$ cat config.mk
export PLATFORM = sky130hd
export DESIGN_NAME = fpadd_ctrl
export DESIGN_NICKNAME = d
export VERILOG_FILES = /design/src/rtl/fpadd_ctrl.sv
export SDC_FILE = /design/constraint.sdc
export NUM_CORES = 1
export LEC_CHECK = 0
export BUFFER_PORTS_ARGS = -buffer_cell sky130_fd_sc_hd__buf_2
export CAP_MARGIN = 20
export CORE_UTILIZATION = 44
export DETAILED_ROUTE_END_ITERATION = 12
export PLACE_DENSITY = 0.88
export SKIP_LAST_GASP = 1
export SLEW_MARGIN = 20
export SYNTH_ARGS = -nofsm -noshare
export SYNTH_HDL_FRONTEND = slang
export SYNTH_SLANG_ARGS = --single-unit
$ cat constraint.sdc
create_clock -name clk -period 1.58 [get_ports clk]
set_clock_uncertainty 0.05 [all_clocks]
set_input_delay 0.079 -clock clk [delete_from_list [all_inputs] [get_ports clk]]
set_output_delay 0.079 -clock clk [all_outputs]
set_load 0.03 [all_outputs]
$ cat src/rtl/fpadd_ctrl.sv
// Sequencer between an operand stream, a multi-cycle FP adder and a result consumer.
// Define FPADD_CTRL_TIMEOUT_EN to bound the wait for add_done by TIMEOUT_CYCLES.
module fpadd_ctrl #(
    parameter int TIMEOUT_CYCLES = 64
) (
    input  logic        clk,
    input  logic        reset,
    input  logic        in_valid,
    output logic        in_ready,
    input  logic [31:0] in_a,
    input  logic [31:0] in_b,
    output logic        add_start,
    output logic [31:0] add_a,
    output logic [31:0] add_b,
    input  logic [31:0] add_sum,
    input  logic        add_done,
    output logic        out_valid,
    input  logic        out_ready,
    output logic [31:0] out_sum,
    output logic        out_err,
    output logic [1:0]  state_dbg
);

    typedef enum logic [1:0] {
        IDLE  = 2'd0,
        START = 2'd1,
        WAIT  = 2'd2,
        HOLD  = 2'd3
    } state_t;

    state_t state;

    // Both ports use valid/ready: a beat moves on the rising edge where valid && ready,
    // and the sender keeps its payload stable until then.
    assign in_ready  = (state == IDLE);
    assign state_dbg = state;

`ifdef FPADD_CTRL_TIMEOUT_EN
    localparam int CW = $clog2(TIMEOUT_CYCLES + 1);
    logic [CW-1:0] wait_cnt;
    logic [CW-1:0] wait_cnt_inc;

    always_comb begin
        wait_cnt_inc = (wait_cnt == CW'(TIMEOUT_CYCLES)) ? wait_cnt : wait_cnt + CW'(1);
    end
`endif

    always_ff @(posedge clk) begin
        if (reset) begin
            state     <= IDLE;
            add_start <= 1'b0;
            add_a     <= 32'd0;
            add_b     <= 32'd0;
            out_valid <= 1'b0;
            out_sum   <= 32'd0;
            out_err   <= 1'b0;
`ifdef FPADD_CTRL_TIMEOUT_EN
            wait_cnt  <= '0;
`endif
        end else begin
            case (state)
                IDLE: begin
                    if (in_valid) begin
                        add_a     <= in_a;
                        add_b     <= in_b;
                        add_start <= 1'b1;
                        state     <= START;
                    end
                end
                START: begin
                    add_start <= 1'b0;
                    state     <= WAIT;
`ifdef FPADD_CTRL_TIMEOUT_EN
                    wait_cnt  <= '0;
`endif
                end
                // add_done is only trusted here; a done left over from the
                // previous operation is cleared by the adder on add_start.
                WAIT: begin
                    if (add_done) begin
                        out_sum   <= add_sum;
                        out_err   <= 1'b0;
                        out_valid <= 1'b1;
                        state     <= HOLD;
                    end
`ifdef FPADD_CTRL_TIMEOUT_EN
                    else begin
                        wait_cnt <= wait_cnt_inc;
                        if (wait_cnt_inc == CW'(TIMEOUT_CYCLES)) begin
                            out_sum   <= 32'h7FC0_0000;
                            out_err   <= 1'b1;
                            out_valid <= 1'b1;
                            state     <= HOLD;
                        end
                    end
`endif
                end
                HOLD: begin
                    if (out_ready) begin
                        out_valid <= 1'b0;
                        state     <= IDLE;
                    end
                end
                default: state <= IDLE;
            endcase
        end
    end

endmodule

* Word level (Yosys, flattened, before mapping)
Index checks and enable logic that the tools add are counted.
Word-level totals: output and inout bits 102, flip-flop bits (word level) 100, input bits 101, logic and storage cells 29
Operators by class: eq/ne operators 6, reduce and logical (&&, ||, !) cells 8, muxes and demuxes 9
Operator list (count):
- 2-bit one-hot mux with 4 select lines | 1
- 2-bit 2-to-1 mux | 3
- 2-bit != test, second input constant | 3
- 2-bit AND reduction | 3
- 3-bit AND reduction | 2
- 2-bit equality test, second input constant | 2
- 1-bit one-hot mux with 2 select lines | 2
- 2-bit nonzero test | 2
- 1-bit 2-to-1 mux | 3
- 2-bit by 1-bit equality test with 1-bit output, second input constant | 1
- 2-bit zero test | 1

* Longest topological paths before layout
Gate-level depths: netlist of run 1.
word-level depth 3, depth in mapped cells 7, gate-level depth less buffers 5

* Worst setup path after synthesis of run 1
OpenSTA, ideal clock, no wires.
path type reg-to-reg, start point register state[0], in the netlist state_dbg[0], end point register state[0], in the netlist state_dbg[0], arrival 1.708 ns, data required time 1.444 ns, cell stages (with the launch flop) 6, period minus slack after synthesis 1.843 ns, setup time 0.086 ns, setup slack -0.263 ns, path buffers 0, path through dfxtp_1 -> inv_1 -> ha_1 -> nor2b_1 -> a211o_1 -> a211oi_1
On the way: longest elaborated chain between the ends 3, elaborated cells on any way between the ends 9, classes of those cells eq/ne (6); mux (1); reduce/logical (2)
RTL lines:
- from (decl) | line 31 | state_t state;
- from (signal assigned) | line 50 | state <= IDLE;
- from (signal assigned) | line 67 | state <= START;
- from (signal assigned) | line 72 | state <= WAIT;
- 2-bit zero test *
- named net in_ready | line 9 | output logic in_ready,
- 2-bit != test (no source line)
- 3-bit AND reduction (no source line)
The timed path passes the listed nets; every way through them passes the cells marked *. A chain may end at the register's enable or synchronous reset.

* Worst setup path in the final report of run 1
start point register state[0], in the netlist state_dbg[0], end point register state[0], in the netlist state_dbg[0]
On the way: longest elaborated chain between the ends 3, elaborated cells on any way between the ends 9, classes of those cells eq/ne (6); mux (1); reduce/logical (2)
RTL lines:
- 2-bit equality test or 2-bit zero test (tied branches) | line 61 | case (state)
- 2-bit != test (no source line)
- 3-bit AND reduction (no source line)
Several ways; a longest one is shown, not always the timed one.

==> results of run 1 <==
==> critical path, stage by stage, from the launching register on <==
cell and delay, ns:
dfxtp_4 0.36, inv_1 0.08, ha_2 0.22, nor2b_1 0.16, a211o_1 0.31, a211oi_1 0.27
==> synth_stat cells <==
cell       number  area share (%)
buf_4           7             1.5
nor2b_1         2            0.35
a211o_1         1            0.25
a2111oi_0       1            0.25
buf_2          13             1.8
clkbuf_1        9            0.95
buf_1           3            0.32
a21oi_1        98              14
a211oi_1        1            0.21
nand2b_1        2            0.35
inv_1           4            0.42
dfxtp_1       100              56
mux2i_1         1            0.28
o21bai_1        1            0.21
conb_1          1            0.11
ha_1            5             1.8
and2_1          2            0.35
o21ai_0         2            0.28
nand2_1       195              21
==> stage by stage <==
stage	setup WS, ns	instances
2_1_floorplan	0.000697	448
3_3_place_gp	0.165	726
3_5_place_dp	0.0439	726
4_1_cts	0.0241	838
5_1_grt	0.00431	839
6_report	0.0261	839
==> layout by cell type (no fill, tap or decap), types with 3 or more instances in the layout <==
master	count
buf_2	201
dlygate4sd3_1	97
buf_4	3
nand2_1	194
buf_12	4
clkbuf_8	10
ha_1	4
a21oi_1	98
inv_1	4
dfxtp_1	98
==> cell families (layout without fill, tap and decap cells) <==
group	after synthesis	after routing
AO/OA/AOI/OAI	104	104
other	1	1
buffers and inverters	36	325
adder cells (fa/ha/maj)	5	5
flip-flops	100	100
multiplexers	1	1
AND/OR/NAND/NOR	201	201
==> what timing repair did <==
item / in CTS / in global routing
hold buffers: 97 / 0
endpoints found under the setup margin: 0 / 24
hold endpoints to repair: 96 / 0
==> registers in the layout, summed over array words and instances (netlist names) <==
register,flops
add_a,32
out_valid,1
add_start,1
add_b,32
state_dbg,2
out_sum,32
==> final timing paths <==
path	start	end	slack [ns]	depth (start not counted)
worst max-delay path	state_dbg[0]$_SDFFE_PP0P_	state_dbg[0]$_SDFFE_PP0P_	0.03	5
worst max register to register	state_dbg[0]$_SDFFE_PP0P_	state_dbg[0]$_SDFFE_PP0P_	0.03	5
worst min register to register	add_a[31]$_SDFFE_PP0P_	add_a[31]$_SDFFE_PP0P_	0.40	2
worst min-delay path	out_ready	out_valid$_SDFFE_PP0P_	0.08	4
==> power by group through the flow <==
| stage | Clock (mW) | Sequential, mW | Combinational [mW] |
|---|---|---|---|
| 3_3_place_gp | 0 | 3.19 | 2.51 |
| 2_1_floorplan | 0 | 4.04 | 0.961 |
| 4_1_cts | 1.48 | 3.15 | 2.77 |
| 6_report | 1.43 | 3.16 | 2.87 |
| 5_1_grt | 1.56 | 3.21 | 3.07 |
| 3_5_place_dp | 0 | 3.21 | 2.58 |
==> area by class of cell <==
cell class              count  area, um^2  share of cell area (%)
multi-input cells         312        1390                    23.9
clock inverters             3        22.5                   0.388
clock buffers              12         145                    2.50
repair buffers            306        2100                    36.2
well taps                 102         128                    2.20
inverters                   4        15.0                   0.259
flip-flops and latches    100        2010                    34.6
==> routing by layer <==
layer / vias to the layer above / track usage, % / wire (um)
met5: - / 0 / 0
met4: 0 / 14.7 / 559
met3: 55 / 6.72 / 754
met2: 213 / 51.3 / 6320
met1: 1867 / 27.4 / 4350
li1: 1996 / - / -
==> results.toml, run 1 <==
[sta]
grt_setup_unrepaired = "no"
setup-tns-final_ns = 0
setup_viol = 0
maxSlewViolCount = 0
holdWs_ns = 0.0756
period_needed_ns = 1.55
fin_crit_sh_pct = 98.3
fmax_mhz = 644
hold_viol_final = 0

[clock_tree]
cts_buffers = 9
cts_resized = 0
clockBufferDepth = 2
htree_levels = 3
cts.sinks = 100
post_cts_buffers = 0
clk_latency_ns = 0.33
cts_tree = "built"
clkTransAtPathRegs_ns = 0.09
cts_root_buf = "clkbuf_8"

[cells_and_area]
fin_area_um2 = 5810
fin_nets = 839
fillers = 526
synthToLayoutAreaGrowth_pct = 63.2
fin_util_pct = 74.8
antenna_cells = 0
drive_gt1_share_pct = 30.8

[detailed_routing]
ant_nets = 0
detailedRoute.firstIterationViolations = 133
vias = 4131
drc = 0
drt_wl_total_mm = 12.0
wl_per_cell_um = 14.3
first_pass_iters = 5
avgViaCountPerCell = 4.92

[synth]
synth_nets = 554
postSynthCellCount = 448
synthSimpleGateAreaFrac_pct = 21.6
synthAdderAreaFrac_pct = 1.76
synth_area_um2 = 3560
syn_avg_cell_area_um2 = 7.94
synth-seq-cells = 100
synth.yosys.seq_area_share_pct = 56.3
synth_cell_type_count = 19
yosys_warnings = 0
synth_xor_area_share_pct = 0
synth_top_family_by_area = "simple AND/OR/NAND/NOR gates"
synth-compound-area-share_pct = 15.0
synthMuxAreaShare_pct = 0.281

[global_routing]
antenna_found_initial = 0
grt_first_pass_wirelength_mm = 18.3
track_usage_pct = 27.3
grt_remaining_overflow = 0
grt_pass1_vias = 4111
grt_max_degree = 66

[pwr]
combPwrFrac_pct = 38.5
ir_worst_vdd_uv = 687
power.switching_mw = 2.94
leakagePower_nw = 2.70
p_int_mw = 4.52
power_mw = 7.46
pwr-share-seq_pct = 42.4
netSwitchingFraction_pct = 39.4
p_per_area_nw_per_um2 = 1290
p_clk_share_pct = 19.1

[die]
core_um2 = 7770
dieWidth_um = 91.9
fp.dieH_um = 91.9
ios = 203
initial_utilization_pct = 45.8
fp-row-count = 32
dieArea_um2 = 8450

[hold_path]
hp-class = "primary input to flop"

[worst_setup_path]
critPathRequiredTime_ns = 1.76
cp_max_fo = 4
crit_path_end_kind = "flop"
critPathArrivalTime_ns = 1.74
startpoint_type = "flop"
worstSetupPathType = "flop to flop"

[place]
place_congestion = 0.749
dpl.hpwl_mm = 6.70
port_buffers = 201
place_area_um2 = 4640

[job]
maxCapViolations = 0

[run_status]
status = "completed"
Note: power is estimated with default switching activity, not from simulation.
==> run 2, diff against run 1 <==
ABC_CLOCK_PERIOD_IN_PS = 1580   (was default)
PLACE_DENSITY = 0.91   (was 0.88)
==> results.toml, run 2 (synthesis results as in run 1) <==
[run_status]
status = "completed"

[hold_path]
hold_depth = 4
hp-class = "primary input to flop"
holdPathEnd = "out_valid$_SDFFE_PP0P_"
hold_start = "add_done"

[worst_setup_path]
timing.rr.start = "state_dbg[0]$_SDFFE_PP0P_"
r2r_end = "state_dbg[0]$_SDFFE_PP0P_"
critPathArrivalTime_ns = 1.74
critPathTopFamily = "compound AO/OA/AOI/OAI gates"
crit_path_end_kind = "flop"
critPathRequiredTime_ns = 1.79
path_buf_inv = 1
critical_path.cell_chain = "inv_1 > ha_2 > nor2b_1 > a211o_1 > a211oi_1"
critPathSlowestCell = "dfxtp_4"
slowest_delay_ns = 0.37
startpoint_type = "flop"
r2r_slack_ns = 0.05
worstSetupPathType = "flop to flop"
r2r_cells = 5
cp_max_fo = 4

[global_routing]
grt_remaining_overflow = 0
track_usage_pct = 28.8
grt_first_pass_wirelength_mm = 19.2
grt_pass1_vias = 4181
antenna_found_initial = 0
grt_max_degree = 40

[cells_and_area]
mostFrequentLayoutCells = "buf_2 (200), nand2_1 (194), a21oi_1 (98), dfxtp_1 (98), dlygate4sd3_1 (96)"
synthToLayoutAreaGrowth_pct = 66.9
fin_util_pct = 76.5
fin_area_um2 = 5940
drive_gt1_share_pct = 31.5
antenna_cells = 0
mostFrequentLayoutCell = "buf_2"
fin_cells = 842
top_regs = "add_a (32), add_b (32), out_sum (32)"
fin_nets = 841

[pwr]
p_per_area_nw_per_um2 = 1350
leakagePower_nw = 2.77
ir_worst_vdd_uv = 807
power_mw = 8.03

[clock_tree]
cts_buffers = 9
clk_latency_ns = 0.35
clkTransAtPathRegs_ns = 0.09
cts_root_buf = "clkbuf_8"
cts.sinks = 100
htree_levels = 3
cts_tree = "built"
post_cts_buffers = 0
clockBufferDepth = 2

[detailed_routing]
detailedRoute.firstIterationViolations = 216
drc = 0
drt_wl_total_mm = 12.7
wl_per_cell_um = 15.1
first_pass_iters = 5
avgViaCountPerCell = 5.02
vias = 4224
ant_nets = 0

[die]
fp.dieH_um = 91.9
initial_utilization_pct = 45.8
dieArea_um2 = 8450
core_um2 = 7770
ios = 203
fp-row-count = 32
dieWidth_um = 91.9

[sta]
fmax_mhz = 655
fin_crit_sh_pct = 96.6
setup-tns-final_ns = 0
period_needed_ns = 1.53
worst_slack_ns = 0.0539
grt_setup_unrepaired = "yes"
hold_viol_final = 0
setup_viol = 0
maxSlewViolCount = 0
holdWs_ns = 0.0635

[place]
place_congestion = 0.749
dp.cells = 728
post-place-ws_ns = 0.0758
dpl.hpwl_mm = 6.68
port_buffers = 201
place_area_um2 = 4700

[job]
maxCapViolations = 0
## run 2: cell count changes in the layout (fill, tap and decap cells not counted), moves of 2 or more
cell,previous run,this run
inv_6,0,2
clkbuf_1,2,0
bufinv_16,0,2
buf_12,4,7
## run 2: final cells by class
| cell class | count | area [um^2] |
|---|---|---|
| multi-input cells | 312 | 1390 |
| repair buffers | 308 | 2170 |
| inverters | 4 | 15.0 |
| fillers | 489 | 1830 |
| clock inverters | 6 | 92.6 |
| well taps | 102 | 128 |
| flip-flops and latches | 100 | 2010 |
| clock buffers | 10 | 138 |
## run 2: how the worst max path moves through the flow
| stage | start | endpoint | slack, ns | depth (start not counted) |
|---|---|---|---|---|
| finish | state_dbg[0]$_SDFFE_PP0P_ | state_dbg[0]$_SDFFE_PP0P_ | 0.05 | 5 |
| global route | state_dbg[0]$_SDFFE_PP0P_ | add_a[25]$_SDFFE_PP0P_ | -0.02 | 6 |
| floorplan | state_dbg[1]$_SDFFE_PP0P_ | state_dbg[0]$_SDFFE_PP0P_ | 0.0007 | 5 |
| detailed placement | state_dbg[0]$_SDFFE_PP0P_ | state_dbg[0]$_SDFFE_PP0P_ | 0.08 | 5 |
| CTS | state_dbg[0]$_SDFFE_PP0P_ | state_dbg[0]$_SDFFE_PP0P_ | 0.06 | 5 |
| global placement | state_dbg[0]$_SDFFE_PP0P_ | state_dbg[0]$_SDFFE_PP0P_ | 0.17 | 5 |
## run 2: per-layer routing
metal | part of all wire (%) | GRT usage (%) | vias up
met3 | 7.4 | 8.04 | 48
met1 | 38 | 30.2 | 1954
met4 | 3.6 | 14.3 | 0
li1 | - | - | 2002
met5 | 0 | 0 | -
met2 | 51 | 52.4 | 220
## run 2: what timing repair did
item,CTS,global route
hold buffers,96,0
resized for setup,0,1
setup endpoints to repair,0,9
endpoints found under the hold margin,96,0
## run 2: worst min-delay path, stage by stage
cell,delay [ns]
buf_2,0.10
nor2b_1,0.05
o21ai_0,0.13
a21oi_1,0.06
## run 2: report_power, final
| part | internal [mW] | switching (mW) |
|---|---|---|
| Clock | 0.951 | 0.885 |
| Combinational | 1.06 | 1.95 |
| Sequential | 2.95 | 0.229 |
==> run 3, diff against run 2 <==
ABC_AREA = 1   (was default)
==> results.toml, run 3 <==
[die]
ios = 203
initial_utilization_pct = 45.9
dieWidth_um = 92.0
fp-row-count = 32
fp.dieH_um = 92.0
core_um2 = 7770
dieArea_um2 = 8460

[worst_setup_path]
crit_path_end_kind = "flop"
critPathArrivalTime_ns = 1.67
worstSetupPathType = "flop to flop"
startpoint_type = "flop"
critPathRequiredTime_ns = 1.77
cp_max_fo = 64
timing.rr.start = "state_dbg[0]$_SDFFE_PP0P_"
startpoint = "state_dbg[0]$_SDFFE_PP0P_"

[sta]
maxSlewViolCount = 0
setup_viol = 0
hold_viol_final = 1
period_needed_ns = 1.48
fin_crit_sh_pct = 93.8
setup-tns-final_ns = 0
holdWs_ns = -0.00000816
grt_setup_unrepaired = "no"
fmax_mhz = 675

[job]
maxCapViolations = 0

[detailed_routing]
detailedRoute.firstIterationViolations = 166
vias = 4213
met2_length_mm = 6.35
wl_met1_mm = 4.48
wl_met3_um = 992
drc = 0
wl_per_cell_um = 14.8
ant_nets = 0
drt_wl_total_mm = 12.5
first_pass_iters = 5
avgViaCountPerCell = 5.00
top_layer = "met4"

[place]
port_buffers = 201
place_congestion = 0.772
dpl.hpwl_mm = 6.42

[clock_tree]
cts_root_buf = "clkbuf_8"
cts_buffers = 9
cts_tree = "built"
post_cts_buffers = 0
htree_levels = 3
clkTransAtPathRegs_ns = 0.10
clockBufferDepth = 2
clk_latency_ns = 0.34
cts.sinks = 100

[synth]
postSynthCellCount = 454
synth_area_um2 = 3560
yosys_warnings = 0
synth_cell_type_count = 19
synth_most_common_cell = "nor2_1"
async_flop_share_pct = 0
ys_top_cells_by_count = "nor2_1 (197), dfxtp_1 (100), o21ai_0 (86)"
ys_top_cells_by_area = "dfxtp_1 (56%), nor2_1 (21%), o21ai_0 (12%), buf_4 (2.1%), ha_1 (1.8%)"
syn_avg_cell_area_um2 = 7.85
synth-seq-cells = 100
synth_nets = 560
synth_edf_count = 0
yosysTopAreaCell = "dfxtp_1"
synth.yosys.seq_area_share_pct = 56.2
netlist.area_leader.share_pct = 56.2
synthFlopType = "dfxtp_1"

[global_routing]
grt_max_degree = 101
antenna_found_initial = 0
grt_first_pass_wirelength_mm = 19.1
track_usage_pct = 28.8
grt_remaining_overflow = 0
grt_pass1_vias = 4189

[pwr]
p_per_area_nw_per_um2 = 1630
leakagePower_nw = 2.82
ir_worst_vdd_uv = 1120

[cells_and_area]
fin_nets = 842
fin_util_pct = 74.6
antenna_cells = 0
drive_gt1_share_pct = 31.0
fillers = 538
mostFrequentLayoutCells = "buf_2 (201), nor2_1 (197), dfxtp_1 (98)"
top_regs = "add_a (32), add_b (32), out_sum (32)"
mostFrequentLayoutCell = "buf_2"
synthToLayoutAreaGrowth_pct = 62.7

[hold_path]
hold_start = "in_a[28]"
hp-class = "primary input to flop"

[run_status]
status = "finished with violations"
violations = "hold timing"
[run 3: cell types whose count changed after synthesis, sizes merged, moves of 3 or more]
cell	change
nor2	+197
a21oi	-96
inv	+3
o21ai	+95
nand2	-185
buf	-9
clkbuf	+8
[run 3: layout make-up]
type | instances | area (um^2) | area share (%)
Timing Repair Buffer | 302 | 2080 | 35.9
Clock inverter | 5 | 60.1 | 1.04
Inverter | 8 | 32.5 | 0.561
Clock buffer | 11 | 131 | 2.27
Multi-Input combinational cell | 315 | 1360 | 23.5
Tap cell | 102 | 128 | 2.20
Sequential cell | 100 | 2000 | 34.6
[run 3: kinds of logic (layout without fill, tap and decap cells)]
group / after synthesis / count (layout) / share of synthesized area, %
AND/OR/NAND/NOR: 210 / 210 / 22.3
flip-flops: 100 / 100 / 56.2
AO/OA/AOI/OAI: 99 / 99 / 13.9
buffers and inverters: 39 / 326 / 5.69
adder cells (fa/ha/maj): 5 / 5 / 1.76
other: 1 / 1 / 0.105
[run 3: worst paths after layout]
path | end | slack [ns] | cells past startpoint
max | add_b[14]$_SDFFE_PP0P_ | 0.1 | 6
min | add_a[28]$_SDFFE_PP0P_ | -0.000008 | 3
max reg2reg | add_b[14]$_SDFFE_PP0P_ | 0.1 | 6
min reg2reg | out_valid$_SDFFE_PP0P_ | 0.43 | 2
[run 3: worst max-delay path: stages, from the launching register on]
cell and delay (ns):
dfxtp_2 0.35, inv_1 0.12, ha_2 0.23, nand2_2 0.08, buf_12 0.19, o21ai_0 0.26
nor2_1 0.08
[run 3: where the power goes]
group          internal, mW  switching, mW
Combinational          1.40           2.95
Sequential             3.18          0.350
Clock                 0.740          0.842
[run 3: metal layers]
metal,vias up,track usage [%]
met4,0,18.1
met2,246,53.0
met1,1902,28.8
li1,2002,-
met3,63,7.05
met5,-,0
[run 3: repair_timing]
| action | CTS | global route |
|---|---|---|
| endpoints found under the hold margin | 95 | 0 |
| hold buffers | 95 | 0 |
| resized for setup | 0 | 4 |
| setup endpoints to repair | 0 | 36 |
[run 3: stage by stage]
| step | power [mW] | std cells | cell area, um^2 | setup WS [ns] |
|---|---|---|---|---|
| after global routing | 10.0 | 843 | 5800 | 0.00631 |
| final | 9.46 | 843 | 5800 | 0.0981 |
| after detailed placement | 7.48 | 730 | 4600 | 0.0768 |
| after global placement | 7.32 | 730 | 4600 | 0.118 |
| after CTS | 9.24 | 841 | 5740 | 0.0477 |
| after floorplan | 6.41 | 454 | 3570 | 0.0331 |
